[src/rtl/game_ctrl_if.sv]
`default_nettype none
// ============================================================================
// Module      : game_ctrl_if
// Description : Key, move-evaluator and history-command bundle for the
//               Sokoban game controller. The slave side is the controller;
//               the master side is the surrounding core.
// Revision    : 1.0 - initial release
// ============================================================================
interface game_ctrl_if;
    // Debounced single-cycle key pulses
    logic       key_up;
    logic       key_down;
    logic       key_left;
    logic       key_right;
    logic       key_undo;
    logic       key_restart;
    // Move evaluator and level status
    logic       mv_legal;
    logic       mv_push;
    logic       game_won;
    // Controller results
    logic [1:0] dir;
    logic [1:0] sel;
    logic       game_state_en;
    logic [1:0] undo_avail;
    logic [9:0] step_count;
    logic       busy;

    modport master (
        output key_up, key_down, key_left, key_right, key_undo, key_restart,
        output mv_legal, mv_push, game_won,
        input  dir, sel, game_state_en, undo_avail, step_count, busy
    );

    modport slave (
        input  key_up, key_down, key_left, key_right, key_undo, key_restart,
        input  mv_legal, mv_push, game_won,
        output dir, sel, game_state_en, undo_avail, step_count, busy
    );
endinterface
`default_nettype wire

[src/rtl/game_ctrl.sv]
`default_nettype none
// ============================================================================
// Module      : game_ctrl
// Description : Sokoban sequencing controller. Turns key pulses into
//               single-cycle history write commands (sel + game_state_en),
//               waits EVAL_CYCLES for the move evaluator, and tracks how many
//               undo snapshots remain valid (max 3).
//               Optional feature macro: STEP_COUNT_EN (saturating step
//               counter; when undefined step_count is tied to zero).
// Revision    : 1.0 - initial release
// ============================================================================
module game_ctrl #(
    parameter int EVAL_CYCLES = 1,
    parameter int STEP_MAX    = 999
) (
    input  logic       clk,
    input  logic       rst_n,
    game_ctrl_if.slave gc
);

    localparam logic [2:0] c_st_init   = 3'd0;
    localparam logic [2:0] c_st_idle   = 3'd1;
    localparam logic [2:0] c_st_eval   = 3'd2;
    localparam logic [2:0] c_st_commit = 3'd3;
    localparam logic [2:0] c_st_won    = 3'd4;

    localparam logic [1:0] c_sel_init    = 2'd0;
    localparam logic [1:0] c_sel_box     = 2'd1;
    localparam logic [1:0] c_sel_man     = 2'd2;
    localparam logic [1:0] c_sel_retract = 2'd3;

    localparam logic [2:0] c_eval_last = 3'(EVAL_CYCLES - 1);

    // Reject out-of-range configurations at elaboration
    if (EVAL_CYCLES < 1 || EVAL_CYCLES > 7) begin : g_bad_eval_cycles
        $error("game_ctrl: EVAL_CYCLES must be in 1..7");
    end
    if (STEP_MAX < 1 || STEP_MAX > 1023) begin : g_bad_step_max
        $error("game_ctrl: STEP_MAX must fit in 10 bits");
    end

    logic [2:0] r_state;
    logic [1:0] r_dir;
    logic [1:0] r_sel;
    logic       r_en;
    logic [1:0] r_undo;
    logic [2:0] r_eval_cnt;

    logic       w_dir_key;
    logic [1:0] w_dir_code;

    // Direction key priority: up > down > left > right
    always_comb begin
        w_dir_key  = 1'b1;
        w_dir_code = 2'd0;
        if (gc.key_up) begin
            w_dir_code = 2'd0;
        end else if (gc.key_down) begin
            w_dir_code = 2'd1;
        end else if (gc.key_left) begin
            w_dir_code = 2'd2;
        end else if (gc.key_right) begin
            w_dir_code = 2'd3;
        end else begin
            w_dir_key = 1'b0;
        end
    end

    // Main sequencer; INIT and COMMIT each spend one cycle arming and one
    // cycle with the write enable high, so en is always a clean single pulse
    always_ff @(posedge clk or negedge rst_n) begin
        if (!rst_n) begin
            r_state    <= c_st_init;
            r_dir      <= 2'd0;
            r_sel      <= c_sel_init;
            r_en       <= 1'b0;
            r_undo     <= 2'd0;
            r_eval_cnt <= 3'd0;
        end else begin
            case (r_state)
                c_st_init: begin
                    if (!r_en) begin
                        r_en   <= 1'b1;
                        r_sel  <= c_sel_init;
                        r_undo <= 2'd0;
                    end else begin
                        r_en    <= 1'b0;
                        r_state <= c_st_idle;
                    end
                end
                c_st_idle: begin
                    // Only the highest-priority key is considered; an undo
                    // with nothing to retract still swallows direction keys
                    if (gc.key_restart) begin
                        r_sel   <= c_sel_init;
                        r_state <= c_st_commit;
                    end else if (gc.key_undo) begin
                        if (r_undo != 2'd0) begin
                            r_sel   <= c_sel_retract;
                            r_state <= c_st_commit;
                        end
                    end else if (w_dir_key) begin
                        r_dir      <= w_dir_code;
                        r_eval_cnt <= 3'd0;
                        r_state    <= c_st_eval;
                    end
                end
                c_st_eval: begin
                    if (r_eval_cnt == c_eval_last) begin
                        if (gc.mv_legal) begin
                            r_sel   <= gc.mv_push ? c_sel_box : c_sel_man;
                            r_state <= c_st_commit;
                        end else begin
                            r_state <= c_st_idle;
                        end
                    end else begin
                        r_eval_cnt <= r_eval_cnt + 3'd1;
                    end
                end
                c_st_commit: begin
                    if (!r_en) begin
                        r_en <= 1'b1;
                        case (r_sel)
                            c_sel_init:    r_undo <= 2'd0;
                            // Undo only enters COMMIT with r_undo > 0
                            c_sel_retract: r_undo <= r_undo - 2'd1;
                            default: begin
                                if (r_undo != 2'd3) begin
                                    r_undo <= r_undo + 2'd1;
                                end
                            end
                        endcase
                    end else begin
                        r_en    <= 1'b0;
                        r_state <= gc.game_won ? c_st_won : c_st_idle;
                    end
                end
                c_st_won: begin
                    if (gc.key_restart) begin
                        r_state <= c_st_init;
                    end else if (!gc.game_won) begin
                        r_state <= c_st_idle;
                    end
                end
                default: begin
                    r_en    <= 1'b0;
                    r_state <= c_st_init;
                end
            endcase
        end
    end

`ifdef STEP_COUNT_EN
    localparam logic [9:0] c_step_max = 10'(STEP_MAX);

    logic [9:0] r_step;
    logic       w_init_fire;
    logic       w_commit_fire;

    assign w_init_fire   = (r_state == c_st_init)   && !r_en;
    assign w_commit_fire = (r_state == c_st_commit) && !r_en;

    // Step counter moves in lockstep with the history write pulse
    always_ff @(posedge clk or negedge rst_n) begin
        if (!rst_n) begin
            r_step <= 10'd0;
        end else if (w_init_fire) begin
            r_step <= 10'd0;
        end else if (w_commit_fire) begin
            case (r_sel)
                c_sel_init: r_step <= 10'd0;
                c_sel_retract: begin
                    if (r_step != 10'd0) begin
                        r_step <= r_step - 10'd1;
                    end
                end
                default: begin
                    if (r_step < c_step_max) begin
                        r_step <= r_step + 10'd1;
                    end
                end
            endcase
        end
    end

    assign gc.step_count = r_step;
`else
    assign gc.step_count = 10'd0;
`endif

    assign gc.dir           = r_dir;
    assign gc.sel           = r_sel;
    assign gc.game_state_en = r_en;
    assign gc.undo_avail    = r_undo;
    assign gc.busy          = (r_state != c_st_idle) && (r_state != c_st_won);

endmodule
`default_nettype wire
[src/flat_wrapper.sv]
// flat-port wrapper written by rule: the top's interface ports become plain ports
module game_ctrl_flat 
#(
    parameter int EVAL_CYCLES = 1,
    parameter int STEP_MAX    = 999
)
  (clk, rst_n, gc_key_up, gc_key_down, gc_key_left, gc_key_right, gc_key_undo, gc_key_restart, gc_mv_legal, gc_mv_push, gc_game_won, gc_dir, gc_sel, gc_game_state_en, gc_undo_avail, gc_step_count, gc_busy);
  game_ctrl_if gc_i ();
  input  logic clk;
  input  logic rst_n;
  input wire logic [$bits(gc_i.key_up)-1:0] gc_key_up;
  input wire logic [$bits(gc_i.key_down)-1:0] gc_key_down;
  input wire logic [$bits(gc_i.key_left)-1:0] gc_key_left;
  input wire logic [$bits(gc_i.key_right)-1:0] gc_key_right;
  input wire logic [$bits(gc_i.key_undo)-1:0] gc_key_undo;
  input wire logic [$bits(gc_i.key_restart)-1:0] gc_key_restart;
  input wire logic [$bits(gc_i.mv_legal)-1:0] gc_mv_legal;
  input wire logic [$bits(gc_i.mv_push)-1:0] gc_mv_push;
  input wire logic [$bits(gc_i.game_won)-1:0] gc_game_won;
  output wire logic [$bits(gc_i.dir)-1:0] gc_dir;
  output wire logic [$bits(gc_i.sel)-1:0] gc_sel;
  output wire logic [$bits(gc_i.game_state_en)-1:0] gc_game_state_en;
  output wire logic [$bits(gc_i.undo_avail)-1:0] gc_undo_avail;
  output wire logic [$bits(gc_i.step_count)-1:0] gc_step_count;
  output wire logic [$bits(gc_i.busy)-1:0] gc_busy;
  assign gc_i.key_up = gc_key_up;
  assign gc_i.key_down = gc_key_down;
  assign gc_i.key_left = gc_key_left;
  assign gc_i.key_right = gc_key_right;
  assign gc_i.key_undo = gc_key_undo;
  assign gc_i.key_restart = gc_key_restart;
  assign gc_i.mv_legal = gc_mv_legal;
  assign gc_i.mv_push = gc_mv_push;
  assign gc_i.game_won = gc_game_won;
  assign gc_dir = gc_i.dir;
  assign gc_sel = gc_i.sel;
  assign gc_game_state_en = gc_i.game_state_en;
  assign gc_undo_avail = gc_i.undo_avail;
  assign gc_step_count = gc_i.step_count;
  assign gc_busy = gc_i.busy;
  game_ctrl #(.EVAL_CYCLES(EVAL_CYCLES), .STEP_MAX(STEP_MAX)) u_core (.clk(clk), .rst_n(rst_n), .gc(gc_i));
endmodule
[config.mk]
export PLATFORM = sky130hd
export DESIGN_NAME = game_ctrl_flat
export DESIGN_NICKNAME = d
export VERILOG_FILES = /design/src/rtl/game_ctrl_if.sv /design/src/rtl/game_ctrl.sv /design/src/flat_wrapper.sv
export SDC_FILE = /design/constraint.sdc
export NUM_CORES = 1
export LEC_CHECK = 0
export CAP_MARGIN = 20
export CORE_ASPECT_RATIO = 1.1
export CORE_MARGIN = 5
export CORE_UTILIZATION = 50
export CTS_BUF_LIST = sky130_fd_sc_hd__clkbuf_8 sky130_fd_sc_hd__clkbuf_16
export CTS_CLUSTER_DIAMETER = 60
export CTS_CLUSTER_SIZE = 40
export DETAILED_ROUTE_END_ITERATION = 10
export PLACE_DENSITY = 0.82
export SYNTH_ARGS = -nofsm -noshare
export SYNTH_HDL_FRONTEND = slang
export SYNTH_SLANG_ARGS = --single-unit
[constraint.sdc]
create_clock -name clk -period 3.2 [get_ports clk]
set_input_delay 0.32 -clock clk [delete_from_list [all_inputs] [get_ports clk]]
set_output_delay 0.32 -clock clk [all_outputs]
set_load 0.02 [all_outputs]
* After elaboration in Yosys (flattened, before gate mapping)
Index checks and enable logic that the tools add are counted.
Cells by class: $add $sub $neg 3, eq/ne operators 24, mux-type cells 39, bitwise operators 2, reductions and logical operators 15
Operators with widths (number):
- 2-to-1 mux 3 bit | 14
- 2-to-1 mux 2 bit | 14
- case mux 3 bit (5 select lines) | 1
- != test 2 bit (second input constant) | 7
- != test 4 x 3 -> 1 bit (second input constant) | 3
- AND reduction 6 bit | 2
- != test 3 bit (second input constant) | 3
- != test 2 x 1 -> 1 bit (second input constant) | 4
- case mux 2 bit (2 select lines) | 2
- AND reduction 4 bit | 2
- equality test 3 x 2 -> 1 bit (second input constant) | 2
- logical NOT 3 bit | 2
- case mux 2 bit (3 select lines) | 1
- case mux 3 bit (2 select lines) | 1
- nonzero test 2 bit | 3
- 2-to-1 mux 1 bit | 5
- AND reduction 5 bit | 1
- adder 3 x 1 -> 3 bit (second input constant) | 1
- equality test 3 x 1 -> 1 bit (second input constant) | 1
- equality test 3 bit (second input constant) | 1
- != test 3 x 1 -> 1 bit (second input constant) | 1
- != test 3 x 2 -> 1 bit (second input constant) | 1
- nonzero test 3 bit | 1
- OR reduction 3 bit | 1
- 8 further kinds | 9
Storage, ports and cells: register bits after elaboration 13, logic and storage cells 89

* Depth between registers and ports, before layout
Gate-level depths: netlist of run 1.
depth after elaboration 8, gate-level depth with buffers 7

* Worst setup path after synthesis of run 1
Ideal clock, no wire load.
kind register to register, from register u_core.r_state[1], to register u_core.r_state[0], arrival time 1.659 ns, setup slack 1.416 ns, stages on the path, launching flop included 7, path buffers 1, cell sequence dfrtp_1 -> or3b_1 -> buf_2 -> nor3_4 -> a221o_1 -> nor2_1 -> mux2_4
Between the ends: longest elaborated chain between the ends 3
Ends and longest elaborated chain:
- start: declaration | RTL line game_ctrl.sv:42 | logic [2:0] r_state;
- start signal: assignment | RTL line game_ctrl.sv:73 | r_state <= c_st_init;
- start signal: assignment | RTL line game_ctrl.sv:88 | r_state <= c_st_idle;
- start signal: assignment | RTL line game_ctrl.sv:96 | r_state <= c_st_commit;
- equality test 3 x 1 -> 1 bit (tied with other cells) | RTL line game_ctrl.sv:80 | case (r_state)
- != test 4 x 3 -> 1 bit (no source line) (tied with other cells)
- AND reduction 6 bit (no source line)
Parallel ways exist; a longest one is shown, timed or not. A chain may end at the register's enable or synchronous reset.

* Worst setup path in the final report of run 1
from register u_core.r_state[1], to register u_core.r_state[1]
The elaborated chain is that of the path after synthesis.

==> run summary, run 1 <==
Critical path data arrival time = 2.21 ns
Total GRT Usage = 0.1467
First-pass GRT wire length = 3270 um
Critical Path RT = 3.33 ns
Clock transition at path regs = 0.06 ns
Final WL = 1911 um
Worst-path fanout max = 13
CP Class = reg2reg
Relative slew slack = 0.6003
Final Critical Period = 2.086 ns
Layout Nets = 140
Commonest non-fill, non-tap cell in the layout = clkdlybuf4s50_1
CTS root buf = clkbuf_8
Pins over their slew limit = 0
Synth Warn # = 0
CTS tree = yes
Vias in the first global route = 736
Final-layout fill cell count = 182
Antenna Diode Count = 0
# resized after CTS = 0
Kind of cell adding the most delay to the critical path = simple AND/OR/NAND/NOR gates
Post-route ant nets = 0
DR DRC count = 0
Fin. Hold Viols = 0
Syn Inst Count = 109
Type of origin of the critical path = flop
Post-Syn Area = 994.7 sq um
Post-synthesis sequential area ratio = 0.3270
Final instance area = 1187 sq um
Worst-path cell chain = or3b_1, nor3_4, a221o_1, nor2_1, mux2_4
HP Class = in2async
MaxCap Viol Count = 0
Hpwl dp = 1464 um
Synth-to-layout area growth = 19.37%
Wire per inst = 12.57 um
Iter 0 DRT Violations = 4
Post-synth EDFFs = 0
Outcome = finished clean
Power per Cell Area = 887.5 nW/um^2
Final Cycle Share = 0.6520
Reg2Reg Depth = 5
Hold WS = 0.4535 ns
Skew-Pair Late Insertion Delay = 0.24 ns
Clk sink count = 13
Vias post-DR = 785
Main synth FF type = dfrtp_1
Final non-filler cell total = 152
Bufs and invs on worst path = 0
Die width = 52.53 um
Instance area after placement = 1142 sq um
FP Rows = 17
Initial Utilization = 0.5083
Final Power = 1.054 mW
Top cells by area, synth = dfrtp_1 33%, buf_4 7.5%, ha_1 5.0%
Die Span Y = 56.78 um
Most frequent cells in the layout = 18 x clkdlybuf4s50_1, 13 x dfrtp_1, 10 x conb_1
Largest net degree at the start of global routing = 14
Layout cells sized above 1 = 0.09677
Slowest CP cell = or3b_1
Post-CTS Setup Bufs = 0
Async S/R FF share, synth = 1.000
Antenna violations before repair = 0
FF/Latch Area = 325.3 sq um
Setup TNS = 0 ns
Fmax = 479.3 MHz
Vias per cell = 5.164
Static leakage = 0.5353 nW
Yosys reg bits = 13
PortBufs = 18
Clock tree buffer depth = 2
Placed insts = 148
Synth area leader = dfrtp_1
TritonCTS buffer count = 3
Final Setup Violations = 0
Synthesized area per cell = 9.126 sq um
Hold_buf cts = 0
Crit-path max cell delay = 0.58 ns
Clk_skew = 0.005433 ns
Area share of the largest cell type after synthesis = 0.3270
VDD IR-drop max = 0.3946 mV
Die area = 2982 sq um
H-tree depth = 1
First drt pass iteration count = 4
Area of the multi-input gates = 571.8 sq um
Cell depth of the worst setup path = 5
Routability congestion estimate = 0.8020
Unique masters post-synth = 43
Area of the core = 1957 sq um
Worst slew pin tran = 0.5977 ns
Crit path capture type = flop
Gr ovfl total = 0
IO Pins = 29
RSZ-0062 raised after global routing = no
-- flip-flops by register name, indices dropped and copies added (netlist names) --
signal / count
u_core.gc.dir: 2
u_core.r_eval_cnt: 3
u_core.r_state: 3
u_core.gc.undo_avail: 2
u_core.gc.game_state_en: 1
u_core.gc.sel: 2
-- per-stage QoR --
stage	utilization	worst slack (ns)
5_1_grt	0.6068	1.011
4_1_cts	0.6068	1.127
3_3_place_gp	0.5838	1.112
2_1_floorplan	-	1.416
6_report	0.6068	1.114
3_5_place_dp	0.5838	1.073
-- area by class of cell --
class	instances	share of cell area
Multi-Input combinational cell	81	0.4816
Clock inverter	1	0.003161
Inverter	8	0.02529
Timing Repair Buffer	18	0.1517
Clock buffer	3	0.03477
Tap cell	28	0.02950
Sequential cell	13	0.2740
-- layer usage --
metal  track usage  vias to the layer above  wire length (um)
li1              -                      393                 -
met1        0.1961                      375               874
met2        0.2163                       13               931
met3       0.02387                        4                55
met4       0.08759                        0                49
met5             0                        -                 0
-- path summary, 6_finish.rpt --
kind                                               startpoint                             endpoint  slack [ns]
min in group clk                 u_core.gc.dir[1]$_DFFE_PN0P_         u_core.gc.dir[1]$_DFFE_PN0P_        0.51
worst max-delay path            u_core.r_state[1]$_DFFE_PN0P_        u_core.r_state[1]$_DFFE_PN0P_        1.11
worst min-delay path                                    rst_n  u_core.gc.game_state_en$_DFFE_PN0N_        0.45
worst max register to register  u_core.r_state[1]$_DFFE_PN0P_        u_core.r_state[1]$_DFFE_PN0P_        1.11
max in group asynchronous                               rst_n        u_core.r_state[1]$_DFFE_PN0P_        2.36
worst min register to register   u_core.gc.dir[1]$_DFFE_PN0P_         u_core.gc.dir[1]$_DFFE_PN0P_        0.51
-- power breakdown --
group | leakage, nW | switching (mW) | total, mW | internal [mW]
Clock | 0.0269 | 0.0597 | 0.144 | 0.0847
Sequential | 0.169 | 0.0953 | 0.316 | 0.221
Combinational | 0.340 | 0.287 | 0.593 | 0.306
Total | 0.535 | 0.442 | 1.05 | 0.611
-- Yosys cell counts (2+ instances only) --
master    count
a21o_1        2
a21oi_1       3
buf_2         2
buf_4        10
clkbuf_1      2
dfrtp_1      13
ha_1          4
inv_1         8
mux2_2        2
mux2_4        2
mux2i_1       3
nand2_1       5
nand2b_1      4
nand3b_1      2
nor2_1        6
nor3_1        2
o21a_1        3
o21ai_0       9
or3b_1        2
xnor2_1       2
-- cells by family (layout without fill, tap and decap cells) --
| family | count (synthesis) | count (layout) | share of synthesized area |
|---|---|---|---|
| compound gates | 27 | 27 | 0.1837 |
| xor+xnor | 3 | 3 | 0.02642 |
| fa+ha+maj | 4 | 4 | 0.05032 |
| buf+inv | 24 | 30 | 0.1321 |
| flops | 13 | 13 | 0.3270 |
| mux | 7 | 7 | 0.08302 |
| other cells | 1 | 10 | 0.003770 |
| simple gates | 30 | 30 | 0.1937 |
Power figures use the tool's default switching activity.
==> inputs of run 2 (changes only) <==
- CORE_UTILIZATION: 50 -> 46
- PLACE_DENSITY: 0.82 -> 0.76
- clock period: 3.2 -> 2 ns (I/O delays scaled with it)
==> run summary, run 2 (synthesized netlist as in run 1, its figures left out) <==
CP startpoint = u_core.r_state[2]$_DFFE_PN0P_
Static leakage = 0.5690 nW (+6.3%)
Final WL = 2037 um (+6.6%)
VDD IR-drop max = 0.8580 mV (+120%)
Worst slew pin tran = 0.6009 ns (+0.003227 ns)
Sw frac = 0.4010 (-0.01893)
Synth-to-layout area growth = 24.91%
DR DRC count = 0 (unchanged)
Most frequent cells in the layout = 18 x clkdlybuf4s50_1, 13 x dfrtp_1, 10 x conb_1
Clk_skew = 0.004597 ns (-0.0008361 ns)
Final instance area = 1242 sq um (+4.6%)
Critical Path RT = 1.80 ns (-1.53 ns)
Fmax = 544.5 MHz
Layout Nets = 147 (+5.0%)
Skew-Pair Late Insertion Delay = 0.24 ns (about the same)
Antenna Diode Count = 0 (unchanged)
Outcome = finished clean
CP Class = reg2out
Largest regs = u_core.r_eval_cnt x3, u_core.r_state x3
Pins over their slew limit = 0 (unchanged)
Worst-path fanout max = 11 (-2)
Crit path capture type = output pin
Type of origin of the critical path = flop
Hpwl dp = 1618 um (+10%)
CTS tree = yes
Area of the multi-input gates = 574.3 sq um (+0.44%)
Combinational power share = 0.625 (+0.062)
Layout cells sized above 1 = 0.1527 (+0.05590)
IO Pins = 29 (unchanged)
Commonest non-fill, non-tap cell in the layout = clkdlybuf4s50_1
CTS root buf = clkbuf_8
P_int = 1.062 mW (+74%)
Die width = 54.34 um (+3.4%)
Critical path data arrival time = 1.64 ns (-0.57 ns)
Final Setup Violations = 0 (unchanged)
Post-route ant nets = 0 (unchanged)
Area of the core = 2042 sq um (+4.3%)
Instance area after placement = 1195 sq um (+4.6%)
Sequential Power Share = 0.249 (-0.051)
FF-to-FF Start = u_core.r_state[0]$_DFFE_PN0P_
First drt pass iteration count = 4 (unchanged)
Clock transition at path regs = 0.06 ns (about the same)
RSZ-0062 raised after global routing = no
First-pass GRT wire length = 3532 um (+8.0%)
Die area = 3193 sq um (+7.1%)
Die Span Y = 58.77 um (+3.5%)
Total GRT Usage = 0.1489 (+0.002259)
PortBufs = 18 (unchanged)
Fin. Hold Viols = 0 (unchanged)
Hold WS = 0.3389 ns (-0.1145 ns)
Final-layout fill cell count = 189 (+3.8%)
Power per Cell Area = 1427 nW/um^2 (+61%)
HP Class = in2async
Fin util = 0.6085 (+0.001679)
FP Rows = 17 (unchanged)
Vias post-DR = 827 (+5.4%)
Vias in the first global route = 792 (+7.6%)
Clock tree buffer depth = 2 (unchanged)
Setup TNS = 0 ns (unchanged)
Largest net degree at the start of global routing = 14 (unchanged)
Routability congestion estimate = 0.8102 (+1.0%)
Antenna violations before repair = 0 (unchanged)
TritonCTS buffer count = 3 (unchanged)
Clk sink count = 13 (unchanged)
Initial Utilization = 0.4871 (-0.02118)
Vias per cell = 5.201 (+0.71%)
MaxCap Viol Count = 0 (unchanged)
Gr ovfl total = 0 (unchanged)
Iter 0 DRT Violations = 16 (+12)
Final Cycle Share = 0.9183
Relative slew slack = 0.5981 (-0.002158)
H-tree depth = 1 (unchanged)
Clock Power Share = 0.127 (-0.010)
FF/Latch Area = 325.3 sq um (unchanged)
Wire per inst = 12.81 um (+1.9%)
Psw = 0.7111 mW (+61%)
Final Critical Period = 1.837 ns
-- run 2: cell count changes in the layout (fill, tap and decap cells not counted), sizes merged --
| cell | change |
|---|---|
| buf | +7 |
-- run 2: cell type report --
class | instances | share of cell area
flip-flops and latches | 13 | 0.2618
clock buffers | 3 | 0.03323
well taps | 28 | 0.02820
repair buffers | 25 | 0.1873
inverters | 8 | 0.02417
multi-input cells | 81 | 0.4622
clock inverters | 1 | 0.003021
-- run 2: final timing paths --
check	endpoint	cells past startpoint	slack, ns
max in group asynchronous	u_core.gc.sel[0]$_DFFE_PN0P_	1	1.27
max	gc_busy	4	0.16
min	u_core.gc.dir[0]$_DFFE_PN0P_	1	0.34
max reg2reg	u_core.r_state[1]$_DFFE_PN0P_	5	0.20
min in group clk	u_core.gc.dir[1]$_DFFE_PN0P_	1	0.49
min reg2reg	u_core.gc.dir[1]$_DFFE_PN0P_	1	0.49
-- run 2: power groups by stage --
stage          Clock [mW]  Combinational (mW)  Sequential, mW
2_1_floorplan           0               0.710           0.498
3_3_place_gp            0                1.07           0.438
3_5_place_dp            0                1.09           0.446
4_1_cts             0.233                1.10           0.441
5_1_grt             0.243                1.22           0.464
6_report            0.225                1.11           0.441
-- run 2: routing by layer --
| layer | wire length, um | track usage | up-vias | part of all wire |
|---|---|---|---|---|
| li1 | - | - | 406 | - |
| met4 | 17 | 0.04626 | 0 | 0.0083 |
| met3 | 130 | 0.05063 | 2 | 0.064 |
| met2 | 1025 | 0.2376 | 30 | 0.50 |
| met5 | 0 | 0 | - | 0 |
| met1 | 863 | 0.1862 | 389 | 0.42 |
-- run 2: critical path, cell delays in order, from the launching register on --
cell and delay, ns:
dfrtp_1 0.37, buf_4 0.17, nand2b_1 0.13, a21o_1 0.13
clkdlybuf4s50_1 0.59
-- run 2: stage by stage --
step	worst slack [ns]	total power, mW	instances
after floorplan	0.2155	1.208	118
after global placement	0.1102	1.512	155
after detailed placement	0.05385	1.539	155
after CTS	0.1250	1.772	159
after global routing	0.07990	1.925	159
final	0.1634	1.773	159
-- run 2: timing repair --
action                     4_1_cts  5_1_grt
buffers inserted                 0        0
gates resized for setup          0        1
hold buffers                     0        0
setup endpoints to repair        0        2
==> inputs of run 3 (changes only) <==
- CELL_PAD_IN_SITES_DETAIL_PLACEMENT: unset -> 1
- CELL_PAD_IN_SITES_GLOBAL_PLACEMENT: unset -> 2
- CORE_UTILIZATION: 46 -> 27
==> run summary, run 3 (synthesized netlist as in run 1, its figures left out) <==
# resized after CTS = 0 (unchanged)
Reg2Reg Depth = 5 (unchanged)
Synth-to-layout area growth = 28.18%
FP Rows = 23 (+6)
Clock transition at path regs = 0.06 ns (about the same)
TritonCTS buffer count = 3 (unchanged)
Crit-path max cell delay = 0.59 ns (about the same)
Die area = 4999 sq um (+57%)
Final-layout fill cell count = 431 (+130%)
Instance area after placement = 1230 sq um (+2.9%)
CTS tree = yes
Largest net degree at the start of global routing = 14 (unchanged)
FF-to-FF Start = u_core.r_state[0]$_DFFE_PN0P_
Type of origin of the critical path = flop
Commonest non-fill, non-tap cell in the layout = clkdlybuf4s50_1
CTS root buf = clkbuf_8
Outcome = finished clean
Final instance area = 1275 sq um (+2.6%)
H-tree depth = 1 (unchanged)
Iter 0 DRT Violations = 18 (+2)
Hpwl dp = 1988 um (+23%)
Slowest CP cell = clkdlybuf4s50_1
Clk_skew = 0.003155 ns (-0.001442 ns)
Flop2flop setup slack = 0.17 ns (-0.03 ns)
Fmax = 542.0 MHz (-0.46%)
Post-route ant nets = 0 (unchanged)
Layout Nets = 148 (+0.68%)
Pins over their slew limit = 0 (unchanged)
HP Class = in2async
Vias in the first global route = 930 (+17%)
Routability congestion estimate = 0.8521 (+5.2%)
Largest regs = u_core.r_eval_cnt x3, u_core.r_state x3
DR DRC count = 0 (unchanged)
Gr ovfl total = 0 (unchanged)
Static leakage = 0.5743 nW (+0.94%)
Setup TNS = 0 ns (unchanged)
Final WL = 2410 um (+18%)
Kind of cell adding the most delay to the critical path = buffers and inverters
Layout cells sized above 1 = 0.1515 (-0.001157)
Power per Cell Area = 1431 nW/um^2 (+0.26%)
Relative slew slack = 0.5794 (-0.01878)
Fin util = 0.3544 (-0.2540)
Final Cycle Share = 0.9225 (+0.004243)
Crit path capture type = output pin
Final Setup Violations = 0 (unchanged)
Setup ws final = 0.1549 ns (-0.008487 ns)
PortBufs = 18 (unchanged)
Worst-path fanout max = 11 (unchanged)
Reg2reg end = u_core.r_state[1]$_DFFE_PN0P_
Dpl ws = 0.03630 ns (-0.01755 ns)
Critical path data arrival time = 1.65 ns (about the same)
Skew-Pair Late Insertion Delay = 0.25 ns (about the same)
Worst-path cell chain = buf_4, nand2b_1, a21o_1, clkdlybuf4s50_1
Critical Path RT = 1.80 ns (about the same)
CP Class = reg2out
Area of the core = 3597 sq um (+76%)
Final Critical Period = 1.845 ns (+0.008487 ns)
Post-CTS Setup Bufs = 0 (unchanged)
Fin. Hold Viols = 0 (unchanged)
Clock tree buffer depth = 2 (unchanged)
MaxCap Viol Count = 0 (unchanged)
Cell depth of the worst setup path = 4 (unchanged)
Antenna violations before repair = 0 (unchanged)
Worst slew pin tran = 0.6290 ns (+0.02809 ns)
Vias per cell = 4.544 (-13%)
Most frequent cells in the layout = 18 x clkdlybuf4s50_1, 13 x dfrtp_1, 10 x conb_1
Die width = 67.87 um (+25%)
Wire per inst = 13.24 um (+3.4%)
VDD IR-drop max = 0.4135 mV (-52%)
Bufs and invs on worst path = 2 (unchanged)
Antenna Diode Count = 0 (unchanged)
Initial Utilization = 0.2765 (-0.2106)
Vias post-DR = 827 (unchanged)
Clk sink count = 13 (unchanged)
IO Pins = 29 (unchanged)
Total GRT Usage = 0.1102 (-0.03872)
RSZ-0062 raised after global routing = no
First-pass GRT wire length = 4140 um (+17%)
First drt pass iteration count = 2 (-2)
Hold_buf cts = 0 (unchanged)
Die Span Y = 73.66 um (+25%)
[run 3: changes by cell type in the layout (fill, tap and decap cells not counted)]
cell,change
or3b_4,-1
or3b_1,+1
buf_4,+1
[run 3: stage by stage]
step           total power [mW]  instances  hold slack [ns]
2_1_floorplan             1.208        118         -0.09559
3_3_place_gp              1.568        178           0.4812
3_5_place_dp              1.609        178           0.4784
4_1_cts                   1.854        182           0.3695
5_1_grt                   1.966        182           0.4053
6_report                  1.825        182           0.3442
[run 3: report_power, final]
part           switching (mW)  internal, mW  leakage (nW)
Clock                   0.100         0.136        0.0269
Combinational           0.568         0.584         0.379
Sequential             0.0820         0.354         0.169
Total                   0.751          1.07         0.574
[run 3: how the worst max path moves through the flow]
stage	from	end	slack, ns
floorplan	u_core.r_state[1]$_DFFE_PN0P_	u_core.r_state[0]$_DFFE_PN0P_	0.22
global placement	gc_key_restart	u_core.r_state[1]$_DFFE_PN0P_	0.09
detailed placement	gc_key_restart	u_core.r_state[1]$_DFFE_PN0P_	0.04
CTS	u_core.r_state[2]$_DFFE_PN0P_	gc_busy	0.12
global route	u_core.r_state[1]$_DFFE_PN0P_	u_core.r_state[0]$_DFFE_PN0P_	0.08
finish	u_core.r_state[2]$_DFFE_PN0P_	gc_busy	0.15
[run 3: cell type report]
class / instances / area [sq um] / share of cell area
repair buffers: 26 / 240.2 / 0.1884
well taps: 50 / 62.56 / 0.04907
multi-input cells: 81 / 571.8 / 0.4485
flip-flops and latches: 13 / 325.3 / 0.2552
clock buffers: 3 / 41.29 / 0.03238
clock inverters: 1 / 3.754 / 0.002944
inverters: 8 / 30.03 / 0.02355
[run 3: routing by layer]
| metal | vias up | global-route usage | wire, um |
|---|---|---|---|
| met5 | - | 0 | 0 |
| met4 | 0 | 0.05298 | 50 |
| met3 | 5 | 0.02141 | 119 |
| met2 | 20 | 0.1924 | 1218 |
| met1 | 390 | 0.1268 | 1022 |
| li1 | 412 | - | - |
